## config.mk

```make
export PLATFORM = sky130hd
export DESIGN_NAME = vram_pixel_fetch
export DESIGN_NICKNAME = d
export VERILOG_FILES = /design/src/rtl/vram_pixel_fetch.sv
export SDC_FILE = /design/constraint.sdc
export NUM_CORES = 1
export LEC_CHECK = 0
export BUFFER_PORTS_ARGS = -buffer_cell sky130_fd_sc_hd__buf_2
export CAP_MARGIN = 20
export CELL_PAD_IN_SITES_DETAIL_PLACEMENT = 0
export CELL_PAD_IN_SITES_GLOBAL_PLACEMENT = 1
export CORE_UTILIZATION = 47
export CTS_BUF_LIST = sky130_fd_sc_hd__clkbuf_8
export DETAILED_ROUTE_END_ITERATION = 8
export PLACE_DENSITY = 0.83
export SETUP_SLACK_MARGIN = 0.02
export SYNTH_ARGS = -nofsm -noshare
export SYNTH_HDL_FRONTEND = slang
export SYNTH_SLANG_ARGS = --single-unit
```

## constraint.sdc

```tcl
create_clock -name clk -period 3 [get_ports clk]
set_input_delay 0.6 -clock clk [delete_from_list [all_inputs] [get_ports clk]]
set_output_delay 0.6 -clock clk [all_outputs]
set_load 0.005 [all_outputs]
```

## src/rtl/vram_pixel_fetch.sv

```systemverilog
// vram_pixel_fetch
//   Display-side reader of the dual-port VRAM. For each display line it
//   fetches the matching source line of the linear 1 bpp bitmap
//   (BYTES_PER_LINE bytes per line, LINES lines). It then turns those bytes
//   into a pixel stream, MSB first. Each source pixel is repeated HSCALE
//   clocks across the line, and each source line is repeated over VSCALE
//   display lines.
//
// Ports
//   clk          pixel clock, shared with the VRAM read port
//   nrst         synchronous active-low reset
//   frameStart   one-cycle pulse ahead of the first line of a frame
//   lineStart    one-cycle pulse, at least 3 cycles before the line's pixelEn
//   pixelEn      high during the visible pixels of the line
//   vramRdAddr   13-bit VRAM read address (registered)
//   vramRdData   VRAM read data, valid one cycle after the address
//   pixelOut     registered pixel, 0 whenever pixelValid is 0
//   pixelValid   pixelEn delayed by one cycle
//   underrun     sticky flag: a pixel was needed before its byte arrived

module vram_pixel_fetch #(
    parameter int BYTES_PER_LINE = 40,
    parameter int LINES          = 128,
    parameter int HSCALE         = 2,
    parameter int VSCALE         = 3
) (
    input  logic        clk,
    input  logic        nrst,
    input  logic        frameStart,
    input  logic        lineStart,
    input  logic        pixelEn,
    output logic [12:0] vramRdAddr,
    input  logic [7:0]  vramRdData,
    output logic        pixelOut,
    output logic        pixelValid,
    output logic        underrun
);

    localparam int LIW = $clog2(LINES + 1);
    localparam int RCW = $clog2(VSCALE + 1);
    localparam int HCW = $clog2(HSCALE + 1);
    localparam int BIW = $clog2(BYTES_PER_LINE + 1);

    localparam logic [LIW-1:0] LINES_L  = LIW'(LINES);
    localparam logic [LIW-1:0] LINES_M1 = LIW'(LINES - 1);
    localparam logic [RCW-1:0] VS_M1    = RCW'(VSCALE - 1);
    localparam logic [HCW-1:0] HS_M1    = HCW'(HSCALE - 1);
    localparam logic [BIW-1:0] BPL_B    = BIW'(BYTES_PER_LINE);
    localparam logic [BIW-1:0] BPL_M1   = BIW'(BYTES_PER_LINE - 1);
    localparam logic [12:0]    BPL_A    = 13'(BYTES_PER_LINE);

    typedef enum logic [2:0] {
        IDLE,
        PREFETCH,
        LOAD,
        ACTIVE,
        BLANK
    } FetchState;

    FetchState       state, stateD;
    logic [12:0]     lineBase, lineBaseD;
    logic [12:0]     addrD;
    logic [LIW-1:0]  lineIdx, lineIdxD;
    logic [RCW-1:0]  repCnt, repCntD;
    logic [BIW-1:0]  byteIdx, byteIdxD;
    logic [7:0]      shifter, shifterD;
    logic [3:0]      bitCnt, bitCntD;
    logic [HCW-1:0]  hCnt, hCntD;
    logic [7:0]      nextByte, nextByteD;
    logic            nextValid, nextValidD;
    logic            fetchPending, fetchPendingD;
    logic            pixelOutD;
    logic            underrunD;

    logic            pix;
    logic            setUnderrun;
    logic            empty;
    logic [7:0]      curBits;
    logic [3:0]      curCnt;
    logic            pixelFall;
    logic            advanceLine;

    // Next-state and datapath logic. An empty shifter is refilled from
    // nextByte in the same cycle it is needed, through curBits/curCnt, so
    // there is no bubble between bytes. The refill then schedules the next
    // VRAM capture for the following edge (fetchPending). pixelValid is the
    // registered pixelEn, so it also marks the falling edge of pixelEn.
    always_comb begin
        stateD        = state;
        addrD         = vramRdAddr;
        lineBaseD     = lineBase;
        lineIdxD      = lineIdx;
        repCntD       = repCnt;
        byteIdxD      = byteIdx;
        shifterD      = shifter;
        bitCntD       = bitCnt;
        hCntD         = hCnt;
        nextByteD     = nextByte;
        nextValidD    = nextValid;
        fetchPendingD = fetchPending;
        pix           = 1'b0;
        setUnderrun   = 1'b0;
        advanceLine   = 1'b0;
        empty         = (bitCnt == 4'd0);
        curBits       = empty ? nextByte : shifter;
        curCnt        = empty ? 4'd8 : bitCnt;
        pixelFall     = pixelValid & ~pixelEn;

        case (state)
            IDLE: begin
            end
            PREFETCH: begin
                stateD = LOAD;
                if (pixelEn) begin
                    setUnderrun = 1'b1;
                end
            end
            LOAD: begin
                nextByteD  = vramRdData;
                nextValidD = 1'b1;
                byteIdxD   = BIW'(1);
                if (BYTES_PER_LINE > 1) begin
                    addrD = lineBase + 13'd1;
                end
                stateD = ACTIVE;
                if (pixelEn) begin
                    setUnderrun = 1'b1;
                end
            end
            ACTIVE: begin
                if (fetchPending) begin
                    nextByteD     = vramRdData;
                    nextValidD    = 1'b1;
                    fetchPendingD = 1'b0;
                    byteIdxD      = byteIdx + 1'b1;
                    if (byteIdx < BPL_M1) begin
                        addrD = vramRdAddr + 13'd1;
                    end
                end
                if (pixelEn) begin
                    if (!empty || nextValid) begin
                        pix = curBits[7];
                        if (empty) begin
                            nextValidD = 1'b0;
                            if (byteIdx < BPL_B) begin
                                fetchPendingD = 1'b1;
                            end
                        end
                        if (hCnt == HS_M1) begin
                            hCntD    = '0;
                            shifterD = {curBits[6:0], 1'b0};
                            bitCntD  = curCnt - 4'd1;
                        end else begin
                            hCntD    = hCnt + 1'b1;
                            shifterD = curBits;
                            bitCntD  = curCnt;
                        end
                    end else if (byteIdx != BPL_B || fetchPending) begin
                        setUnderrun = 1'b1;
                    end
                end
                if (pixelFall) begin
                    advanceLine = 1'b1;
                    stateD      = IDLE;
                end
            end
            BLANK: begin
                if (pixelFall) begin
                    advanceLine = 1'b1;
                    stateD      = IDLE;
                end
            end
            default: begin
                stateD = IDLE;
            end
        endcase

        if (advanceLine && !lineStart) begin
            if (repCnt == VS_M1) begin
                repCntD = '0;
                if (lineIdx < LINES_L) begin
                    lineIdxD = lineIdx + 1'b1;
                    if (lineIdx < LINES_M1) begin
                        lineBaseD = lineBase + BPL_A;
                    end
                end
            end else begin
                repCntD = repCnt + 1'b1;
            end
        end

        if (lineStart) begin
            bitCntD       = '0;
            hCntD         = '0;
            nextValidD    = 1'b0;
            fetchPendingD = 1'b0;
            if (lineIdx < LINES_L) begin
                addrD    = lineBase;
                byteIdxD = '0;
                stateD   = PREFETCH;
            end else begin
                stateD = BLANK;
            end
        end

        if (frameStart) begin
            lineBaseD     = '0;
            lineIdxD      = '0;
            repCntD       = '0;
            bitCntD       = '0;
            hCntD         = '0;
            nextValidD    = 1'b0;
            fetchPendingD = 1'b0;
            stateD        = IDLE;
        end

        pixelOutD = pixelEn & pix;
        underrunD = frameStart ? 1'b0 : (underrun | setUnderrun);
    end

    // State and datapath registers with synchronous active-low reset.
    always_ff @(posedge clk) begin
        if (!nrst) begin
            state        <= IDLE;
            vramRdAddr   <= '0;
            lineBase     <= '0;
            lineIdx      <= '0;
            repCnt       <= '0;
            byteIdx      <= '0;
            shifter      <= '0;
            bitCnt       <= '0;
            hCnt         <= '0;
            nextByte     <= '0;
            nextValid    <= 1'b0;
            fetchPending <= 1'b0;
            pixelOut     <= 1'b0;
            pixelValid   <= 1'b0;
            underrun     <= 1'b0;
        end else begin
            state        <= stateD;
            vramRdAddr   <= addrD;
            lineBase     <= lineBaseD;
            lineIdx      <= lineIdxD;
            repCnt       <= repCntD;
            byteIdx      <= byteIdxD;
            shifter      <= shifterD;
            bitCnt       <= bitCntD;
            hCnt         <= hCntD;
            nextByte     <= nextByteD;
            nextValid    <= nextValidD;
            fetchPending <= fetchPendingD;
            pixelOut     <= pixelOutD;
            pixelValid   <= pixelEn;
            underrun     <= underrunD;
        end
    end

endmodule

```

== After elaboration in Yosys (flattened, before gate mapping) ==
Cells that the tools add are included.
Operators by class
  add/sub/neg operators: 8
  magnitude comparators: 4
  equality and inequality tests: 10
  mux-type cells: 40
  bitwise logic cells: 5
  reduce and logical (&&, ||, !) cells: 17
Operators by type and width (count)
  two-way mux 13 bit: 4
  adder 13 x 1 -> 13 bit, second input constant: 2
  case mux 13 bit (2 select lines): 1
  two-way mux 8 bit: 3
  two-way mux 6 bit: 3
  two-way mux 1 bit: 17
  case mux 8 bit (2 select lines): 1
  adder 13 x 6 -> 13 bit, second input constant: 1
  < comparator 6 bit, second input constant: 2
  case mux 3 bit (4 select lines): 1
  case mux 6 bit (2 select lines): 1
  two-way mux 3 bit: 3
  adder 8 x 1 -> 8 bit, second input constant: 1
  < comparator 8 x 7 -> 1 bit, second input constant: 1
  < comparator 8 bit, second input constant: 1
  two-way mux 4 bit: 2
  adder 6 x 1 -> 6 bit, second input constant: 1
  == test 3 x 2 -> 1 bit, second input constant: 2
  != test 6 bit, second input constant: 1
  AND reduction 3 bit: 2
  OR reduction 2 bit: 3
  adder 2 x 1 -> 2 bit, second input constant: 2
  zero test 4 bit: 1
  two-way mux 2 bit: 2
  19 further kinds: 26
Word-level totals
  register bits after elaboration: 72
  output and inout port bits: 16
  logic and storage cells: 99

== Depth between registers and ports, before layout ==
  depth after elaboration: 7
  mapped depth: 7
  mapped depth without buffers: 6

== Least setup slack after synthesis ==
OpenSTA, ideal clock, no wires.
  path kind: input-to-reg
  start point: input port lineStart
  end point: register lineIdx[5]
  setup time: 70 ps
  arrival time: 2149 ps
  path slack: 781 ps
  cell stages on the path: 5
  buffers on the path: 1
  cell sequence: or4b_1 > a211o_1 > buf_6 > or4_1 > a21oi_1
Between the ends
  cells in the longest elaborated chain, start to end: 3
Ends and longest elaborated chain
  start: declaration: RTL line 30  | input logic lineStart,
  zero test 1 bit: RTL line 178  | if (advanceLine && !lineStart) begin
  logical AND 1 bit: RTL line 178
  AND reduction 3 bit (no source line)
  end signal: assignment: RTL line 243  | lineIdx <= lineIdxD;
  end: declaration: RTL line 63  | logic [LIW-1:0] lineIdx, lineIdxD;
No other way between the ends.
A chain may end at the register's enable or synchronous reset.

== Worst setup path in the final report ==
  start point: register state[2]
  end point: register lineBase[11]
Between the ends
  cells in the longest elaborated chain, start to end: 5
  elaborated cells on any way between the ends: 6
  those cells by class: eq/ne (2); mux (1); reduce/logical (3)
Ends and longest elaborated chain
  start: declaration: RTL line 60  | FetchState state, stateD;
  start signal: assignment: RTL line 240  | state <= stateD;
  == test 3 bit / == test 3 x 2 -> 1 bit (equally long branches): RTL line 109  | case (state)
  OR reduction 2 bit (no source line) *
  two-way mux 1 bit *
  logical AND 1 bit *: RTL line 178
  AND reduction 4 bit (no source line) *
  end signal: assignment: RTL line 242  | lineBase <= lineBaseD;
  end: declaration: RTL line 61  | logic [12:0] lineBase, lineBaseD;
Mark *: on every way between the ends. The rest lies on a longest branch, timed or not.

==> flow_summary.json <==
{
  "finalWirelength_um": 8960,
  "cts_htree_levels": 3,
  "grt_setup_unrepaired": "false",
  "finalSetupViolations": 0,
  "area_delta_synth_final_pct": 12.3,
  "rows": 31,
  "post_drt_wl_per_cell_um": 15.9,
  "ys_warn_count": 0,
  "clock_latency_ns": 0.35,
  "io_buffers": 28,
  "ys.flop_type": "dfxtp_1",
  "routed_via_density": 5.96,
  "period_needed_ns": 2.37,
  "drive_gt1_share_pct": 12.3,
  "max-vdd-ir-drop_v": 0.000275,
  "clkSlewWorstSetupHoldPaths_ns": 0.08,
  "startpoint_type": "flip-flop",
  "ys_seq_elements": 69,
  "cp_max_fo": 31,
  "endpoint_kind": "flip-flop",
  "fmax_mhz": 422,
  "min_path_type": "primary input to flip-flop",
  "drt_iter0_drc": 239,
  "setup_slack_ns": 0.632,
  "dp.cells": 547,
  "cts_setup_buffers": 0,
  "cts_hold_buf": 0,
  "worstPathArrival_ns": 2.66,
  "clock-sinks": 69,
  "drtAntennaViolNets": 0,
  "synth_edf_count": 0,
  "worst_pin_slew_ns": 0.838,
  "synth_area_per_cell_um2": 8.23,
  "hold_violations": 0,
  "antenna-diode-count": 0,
  "root_buffer": "clkbuf_8",
  "async_flop_share_pct": 0,
  "syn-num-nets": 458,
  "core_area_mm2": 0.00733,
  "syn_inst": 439,
  "die_w_um": 89.7,
  "die_area_mm2": 0.00804,
  "p_leak_nw": 1.35,
  "antenna_found_initial": 0,
  "utilization_pct": 55.4,
  "criticalPathCategory": "flip-flop to flip-flop",
  "pwr_density_cell_mw_per_mm2": 470,
  "route.vias.total": 3357,
  "grt_usage_pct": 24.0,
  "synthDominantCellAreaShare_pct": 38.2,
  "ys_types": 57,
  "status": "completed",
  "setup_tns_ns": 0,
  "fin_cells": 563,
  "overflow": 0,
  "period_share_pct": 78.9,
  "grt_pass1_wl_um": 14800,
  "cts_tree": "yes",
  "slew_headroom_pct": 44.0,
  "first_pass_iters": 5,
  "fin_skew_ns": 0.00957,
  "fin_nets": 478,
  "start_util_pct": 49.3,
  "synth_common_cells": "69 x dfxtp_1, 47 x nand2_1, 42 x a21oi_1",
  "grt_start_max_net_pins": 32,
  "synth.area.top_cells": "dfxtp_1 38%, a21oi_1 5.8%, nand2_1 4.9%",
  "grt_pass1_vias": 3057,
  "ctsLongestPathBuffers": 2,
  "synth_seq_area_share_pct": 38.2,
  "boundaryPins": 29,
  "dp.final_hpwl_um": 6130,
  "synth_area_mm2": 0.00361,
  "maxCapViolCount": 0,
  "place_ws_ns": 0.331,
  "numCtsBuffers": 9,
  "cts-resized-gates": 0,
  "synth.most_common_cell": "dfxtp_1",
  "required_ns": 3.29,
  "gp_congestion": 0.789,
  "yosysTopAreaCell": "dfxtp_1",
  "chipHeight_um": 89.7,
  "drc": 0,
  "slew_violations": 0
}
## cell families (layout without fill, tap and decap cells)
logic type / after synthesis / in the layout / synth area share (%)
simple gates: 161 / 161 / 24.2
compound gates: 137 / 137 / 25.0
flops: 69 / 69 / 38.2
buf+inv: 45 / 70 / 4.99
mux: 12 / 12 / 3.32
xor+xnor: 9 / 9 / 2.18
fa+ha+maj: 6 / 6 / 2.08
## stage by stage
stage	hold slack, ns	power (mW)	instance area (µm²)
2_1_floorplan	0.446	0.994	3610
3_3_place_gp	0.457	1.03	3820
3_5_place_dp	0.466	1.03	3820
4_1_cts	0.433	1.91	4060
5_1_grt	0.470	1.95	4060
6_report	0.437	1.91	4060
## power by group
group / total, mW / switching [mW] / leakage (nW) / internal (mW)
Combinational: 0.0727 / 0.0456 / 0.674 / 0.0271
Clock: 0.900 / 0.384 / 0.116 / 0.515
Sequential: 0.934 / 0.0105 / 0.558 / 0.923
## worst paths after layout
| kind | from | endpoint | slack [ns] | cells past startpoint |
|---|---|---|---|---|
| worst max-delay path | state[2] | lineBase[11] | 0.63 | 4 |
| worst min-delay path | frameStart | state[2] | 0.44 | 2 |
| worst min register to register | shifter[3] | shifter[3] | 0.47 | 2 |
| worst max register to register | state[2] | lineBase[11] | 0.63 | 4 |
## final cells by class
cell class / count / area [µm²]
Clock buffer: 11 / 151
Tap cell: 99 / 124
Clock inverter: 5 / 81.3
Sequential cell: 69 / 1380
Inverter: 18 / 67.6
Multi-Input combinational cell: 325 / 2050
Fill cell: 697 / 3270
Timing Repair Buffer: 36 / 200
## critical path, cell delays in order (launching register included)
cell and delay [ns]:
dfxtp_1 0.49, or3b_1 0.43, a211o_1 0.62, or4_1 0.61
a21oi_1 0.15
## registers in the layout, summed over array words and instances, names as in the netlist
name,flops
hCnt,2
lineIdx,8
pixelOut,1
fetchPending,1
lineBase,10
nextByte,8
vramRdAddr,13
pixelValid,1
bitCnt,4
underrun,1
byteIdx,6
shifter,8
state,3
repCnt,2
nextValid,1
## metal layers
| layer | part of all wire (%) | wire [µm] | GRT usage, % | vias up |
|---|---|---|---|---|
| li1 | - | - | - | 1676 |
| met1 | 49 | 4430 | 33.4 | 1614 |
| met2 | 46 | 4120 | 37.7 | 60 |
| met3 | 3.2 | 288 | 3.47 | 7 |
| met4 | 1.3 | 120 | 9.24 | 0 |
| met5 | 0 | 0 | 0 | - |
## layout by cell type (no fill, tap or decap), drive strengths merged, types with 14 or more instances in the layout
cell type,instances
or4,15
a21oi,42
a211oi,14
nand3,15
o21ai,22
buf,36
nor2,25
inv,18
nand2,47
dfxtp,69
Note: power is estimated with default switching activity, not from simulation.
